## src/rtl/trace_readout.sv

```systemverilog
// trace_readout: locks the sample RAMs for one frame and turns
// sample pairs into vertical trace spans in step with the raster.
module trace_readout #(
  parameter int REG_SIZE = 600,
  parameter int H_ORG    = 20,
  parameter int V_ORG    = 40,
  parameter int V_SPAN   = 440
) (
  input  logic       CLK100MHz,
  input  logic       rst_n,
  input  logic       pix_en,
  input  logic [9:0] hcount,
  input  logic [9:0] vcount,
  input  logic       frame_start,
  input  logic       capture_done,
  input  logic       ch1_en,
  input  logic       ch2_en,
  output logic [9:0] rd_addr,
  input  logic [9:0] rd_data_1,
  input  logic [9:0] rd_data_2,
  output logic       buf_lock,
  output logic       frame_valid,
  output logic       pixel_ch1,
  output logic       pixel_ch2
);

  localparam logic [0:0] IDLE = 1'b0;
  localparam logic [0:0] DRAW = 1'b1;

  localparam logic signed [10:0] HO = 11'(H_ORG);
  localparam logic signed [10:0] VO = 11'(V_ORG);
  localparam logic signed [10:0] XN = 11'(REG_SIZE);
  localparam logic signed [10:0] VS = 11'(V_SPAN);
  localparam logic [9:0] V_END = 10'(V_ORG + V_SPAN);
  localparam logic [9:0] CLIP  = 10'(V_SPAN - 1);

  function automatic logic [9:0] clip(input logic [9:0] d);
    return (d > CLIP) ? CLIP : d;
  endfunction

  logic [0:0] state_q, state_d;
  logic       pend_q, pend_d;
  logic       fv_q, fv_d;

  logic [9:0] rd_addr_q, rd_addr_d;
  logic       ok_a_q, ok_a_d;
  logic       first_a_q, first_a_d;
  logic signed [10:0] r_a_q, r_a_d;

  logic       ok_b_q;
  logic signed [10:0] r_b_q;
  logic [9:0] prv1_q, prv1_d, prv2_q, prv2_d;
  logic [9:0] lo1_q, lo1_d, hi1_q, hi1_d;
  logic [9:0] lo2_q, lo2_d, hi2_q, hi2_d;

  logic       pix1_q, pix1_d, pix2_q, pix2_d;

  logic signed [10:0] x_s;
  logic       x_in;
  logic [9:0] cur1, cur2, base1, base2;
  logic       r_ok;
  logic [9:0] r10;

  assign x_s  = $signed({1'b0, hcount}) - HO;
  assign x_in = (x_s >= 11'sd0) && (x_s < XN);

  // frame lock FSM; capture flags are caught on any clock
  always_comb begin
    state_d = state_q;
    pend_d  = pend_q | capture_done;
    fv_d    = fv_q | capture_done;
    if (pix_en) begin
      unique case (state_q)
        IDLE: begin
          if (frame_start &&
              (pend_q || capture_done || fv_q)) begin
            state_d = DRAW;
            pend_d  = 1'b0;
          end
        end
        DRAW: begin
          if (vcount == V_END) state_d = IDLE;
        end
        default: state_d = IDLE;
      endcase
    end
  end

  // stage A: column to RAM address
  always_comb begin
    rd_addr_d = rd_addr_q;
    ok_a_d    = x_in;
    first_a_d = x_in && (x_s == 11'sd0);
    r_a_d     = $signed({1'b0, vcount}) - VO;
    if (x_in) rd_addr_d = x_s[9:0];
  end

  // stage B: clamp samples and form the span to the previous column
  always_comb begin
    cur1   = clip(rd_data_1);
    cur2   = clip(rd_data_2);
    base1  = first_a_q ? cur1 : prv1_q;
    base2  = first_a_q ? cur2 : prv2_q;
    lo1_d  = (base1 < cur1) ? base1 : cur1;
    hi1_d  = (base1 < cur1) ? cur1 : base1;
    lo2_d  = (base2 < cur2) ? base2 : cur2;
    hi2_d  = (base2 < cur2) ? cur2 : base2;
    prv1_d = ok_a_q ? cur1 : prv1_q;
    prv2_d = ok_a_q ? cur2 : prv2_q;
  end

  // stage C: row hit test against the span
  always_comb begin
    r_ok   = (r_b_q >= 11'sd0) && (r_b_q < VS);
    r10    = r_b_q[9:0];
    pix1_d = (state_q == DRAW) && ch1_en && ok_b_q && r_ok &&
             (r10 >= lo1_q) && (r10 <= hi1_q);
    pix2_d = (state_q == DRAW) && ch2_en && ok_b_q && r_ok &&
             (r10 >= lo2_q) && (r10 <= hi2_q);
  end

  // control registers
  always_ff @(posedge CLK100MHz or negedge rst_n) begin
    if (!rst_n) begin
      state_q <= IDLE;
      pend_q  <= 1'b0;
      fv_q    <= 1'b0;
    end else begin
      state_q <= state_d;
      pend_q  <= pend_d;
      fv_q    <= fv_d;
    end
  end

  // pixel pipeline registers, advanced on the pixel strobe
  always_ff @(posedge CLK100MHz or negedge rst_n) begin
    if (!rst_n) begin
      rd_addr_q <= '0;
      ok_a_q    <= 1'b0;
      first_a_q <= 1'b0;
      r_a_q     <= '0;
      ok_b_q    <= 1'b0;
      r_b_q     <= '0;
      prv1_q    <= '0;
      prv2_q    <= '0;
      lo1_q     <= '0;
      hi1_q     <= '0;
      lo2_q     <= '0;
      hi2_q     <= '0;
      pix1_q    <= 1'b0;
      pix2_q    <= 1'b0;
    end else if (pix_en) begin
      rd_addr_q <= rd_addr_d;
      ok_a_q    <= ok_a_d;
      first_a_q <= first_a_d;
      r_a_q     <= r_a_d;
      ok_b_q    <= ok_a_q;
      r_b_q     <= r_a_q;
      prv1_q    <= prv1_d;
      prv2_q    <= prv2_d;
      lo1_q     <= lo1_d;
      hi1_q     <= hi1_d;
      lo2_q     <= lo2_d;
      hi2_q     <= hi2_d;
      pix1_q    <= pix1_d;
      pix2_q    <= pix2_d;
    end
  end

  assign rd_addr     = rd_addr_q;
  assign buf_lock    = (state_q == DRAW);
  assign frame_valid = fv_q;
  assign pixel_ch1   = pix1_q;
  assign pixel_ch2   = pix2_q;

endmodule

```

## config.mk

```make
export PLATFORM = sky130hd
export DESIGN_NAME = trace_readout
export DESIGN_NICKNAME = d
export VERILOG_FILES = /design/src/rtl/trace_readout.sv
export SDC_FILE = /design/constraint.sdc
export NUM_CORES = 1
export LEC_CHECK = 0
export CELL_PAD_IN_SITES_DETAIL_PLACEMENT = 2
export CELL_PAD_IN_SITES_GLOBAL_PLACEMENT = 2
export CORE_MARGIN = 2
export CORE_UTILIZATION = 39
export CTS_CLUSTER_DIAMETER = 60
export DETAILED_ROUTE_END_ITERATION = 7
export PLACE_DENSITY = 0.85
export SLEW_MARGIN = 15
export SYNTH_ARGS = -nofsm -noshare
export SYNTH_HDL_FRONTEND = slang
export SYNTH_SLANG_ARGS = --single-unit
```

## constraint.sdc

```tcl
create_clock -name CLK100MHz -period 8.65 [get_ports CLK100MHz]
set_input_delay 1.2975 -clock CLK100MHz [delete_from_list [all_inputs] [get_ports CLK100MHz]]
set_output_delay 1.2975 -clock CLK100MHz [all_outputs]
set_load 0.01 [all_outputs]
```

==> results_dict.tcl <==
set metrics [dict create \
    yosys.area.top_type "dfrtp_1" \
    clk_latency_ns 0.36 \
    grt_max_degree 73 \
    num_antenna_cells 0 \
    avgSynthCellArea_um2 9.41 \
    ir_drop_v 0.0000886 \
    p_leak_nw 3.22 \
    final_cells 936 \
    antenna_found_initial 0 \
    die_area_mm2 0.0171 \
    ys_ff_latch 100 \
    finalHoldViolCount 0 \
    vias_per_cell 5.90 \
    rows 46 \
    max_freq_mhz 226 \
    syn2layout_area_growth_pct 17.3 \
    ant_nets 0 \
    finalClockSkew_ns 0.00990 \
    post_cts_buffers 0 \
    rrSetupSlack_ns 5.57 \
    die_h_um 131 \
    n_fill_cell 1727 \
    rsz0062_at_grt "false" \
    wl_um 20700 \
    drc 0 \
    intPower_uw 983 \
    clkTransAtPathRegs_ns 0.07 \
    swShare_pct 35.3 \
    grt_overflow_total 0 \
    grt_pass1_vias 6140 \
    ys_types 72 \
    core_mm2 0.0158 \
    cts_root_buf "clkbuf_16" \
    final_nets 823 \
    crit_required_ns 8.89 \
    seqPwrFrac_pct 40.4 \
    pre_cts_ws_ns 3.90 \
    portBuffers 60 \
    synth.most_common_cell "dfrtp_1" \
    syn_inst 666 \
    yosysSeqAreaShare_pct 39.9 \
    drt-pass1-iter-count 4 \
    vias 5527 \
    hpwl_um 15900 \
    cts_tree "done" \
    path_class "in -> reg" \
    drive_above_1_share_pct 7.92 \
    drv_slew 0 \
    fin_ws_ns 4.22 \
    power_density_mw_per_mm2 206 \
    synth_edf_count 0 \
    drt_iter0_markers 233 \
    fp.dieW_um 131 \
    worstMarginPinSlew_ns 0.971 \
    hold_path.class "reg -> reg" \
    ys.flop_type "dfrtp_1" \
    crit_fanout 10 \
    cp_data_arrival_time_ns 4.67 \
    syn_area_mm2 0.00627 \
    cts.sinks 100 \
    fin_tns_setup_ns 0 \
    relSlewSlack_pct 34.9 \
    wire_per_inst_um 22.1 \
    htree_levels 3 \
    synth_top_area_share_pct 39.9 \
    dp_cells 920 \
    setup_viol_count_final 0 \
    globalplace.congestion 0.860 \
    cts-resized-gates 0 \
    async_flop_share_pct 100 \
    synth.cells.most_frequent "dfrtp_1 (100), ha_1 (61), nand2_1 (60), inv_1 (53), nor2_1 (52)" \
    min_period_over_period_pct 51.2 \
    grt_pass1_wl_um 33100 \
    num_io_pins 61 \
    holdBufCountCts 0 \
    synth_area_leaders "dfrtp_1 (40%), ha_1 (12%), o221ai_1 (4.3%), nand2_1 (3.6%), a21oi_1 (3.4%)" \
    p_sw_uw 536 \
    startpoint_type "input pin" \
    cts_made_buffers 9 \
    clkPwrFrac_pct 28.1 \
    fin_crit_ns 4.43 \
    outcome "finished clean" \
    grt.total_usage_pct 25.3 \
    cap_violations 0 \
    cts_buffer_depth 2 \
    combPwrFrac_pct 31.5 \
    start_util_pct 39.7 \
    worstSetupEndpointType "flip-flop" \
    ys.warnings.count 0 \
]
-- logic make-up after synthesis --
logic type	synth area share, %
mux	4.69
xor+xnor	0.978
compound gates	22.6
other cells	0.0598
flops	39.9
fa+ha+maj	12.2
buf+inv	5.09
simple gates	14.5
-- cells in the final DEF, fill, tap and decap left out, drive strengths merged, types with 4 or more instances in the layout --
cell type      Yosys  final
a211o              4      4
a211oi             6      6
a21o               7      7
a21oi             43     43
a221o              4      4
a31oi              5      5
and2               6      6
buf               11      6
clkbuf            16     10
clkdlybuf4s50      0     58
clkinv             1      4
dfrtp            100    100
ha                61     61
inv               54     55
mux2              23     23
nand2             60     60
nand2b             5      5
nand3             13     13
nand4             21     21
nor2              52     52
nor2b              4      4
nor3               8      8
nor4               5      5
o211ai             6      6
o21a               5      5
o21ai             50     50
o221ai            31     31
o31ai              9      9
xor2               4      4
-- flip-flops by register name, summed over array words and instances (netlist names), 10 cells and up --
| name | flops |
|---|---|
| hi1_q | 10 |
| hi2_q | 10 |
| lo1_q | 10 |
| lo2_q | 10 |
| prv1_q | 10 |
| prv2_q | 10 |
| r_a_q | 11 |
| r_b_q | 11 |
| rd_addr | 10 |
-- worst paths after layout --
kind | cells past startpoint | start | end
worst max register to register | 10 | first_a_q | hi2_q[3]
min in group asynchronous | 1 | rst_n | buf_lock
worst min register to register | 1 | prv2_q[9] | prv2_q[9]
worst min-delay path | 1 | prv2_q[9] | prv2_q[9]
max in group asynchronous | 2 | rst_n | hi1_q[3]
worst max-delay path | 11 | rd_data_1[9] | hi1_q[0]
-- critical path, cell delays in order --
cell and delay (ns):
clkdlybuf4s50_1 0.66, a311o_1 0.31, nand2_1 0.08, and2_1 0.22, mux2_2 0.29, ha_1 0.31, a21oi_1 0.15, o21ai_1 0.13
a32oi_1 0.58, nand2_1 0.25, a221o_1 0.38
-- power groups by stage --
stage | registers [mW] | logic [mW] | clock network (mW)
after floorplan | 0.599 | 0.295 | 0
after global placement | 0.614 | 0.427 | 0
after detailed placement | 0.623 | 0.474 | 0
after CTS | 0.614 | 0.481 | 0.433
after global routing | 0.624 | 0.537 | 0.453
final | 0.614 | 0.478 | 0.427
-- per-layer routing --
layer	wire, um	GRT usage [%]	vias up
met3	609	3.22	28
met4	387	6.32	0
met1	9490	32.8	2843
li1	-	-	2562
met5	0	0	-
met2	10200	45.1	94
-- cell type report --
type	instances	area [um^2]	share of cell area [%]
well taps	216	270	3.67
clock inverters	6	61.3	0.833
inverters	55	206	2.81
multi-input cells	485	3450	46.9
clock buffers	10	239	3.25
flip-flops and latches	100	2500	34.0
repair buffers	64	626	8.50
-- per-stage QoR --
step	power [mW]	utilization, %	hold slack, ns	cell area [um^2]
final	1.52	46.6	0.484	7360
after global routing	1.61	46.6	0.521	7360
after CTS	1.53	46.6	0.490	7360
after detailed placement	1.10	44.7	0.468	7060
after global placement	1.04	44.7	0.464	7060
after floorplan	0.894	-	0.441	6270
Note: power is estimated with default switching activity, not from simulation.
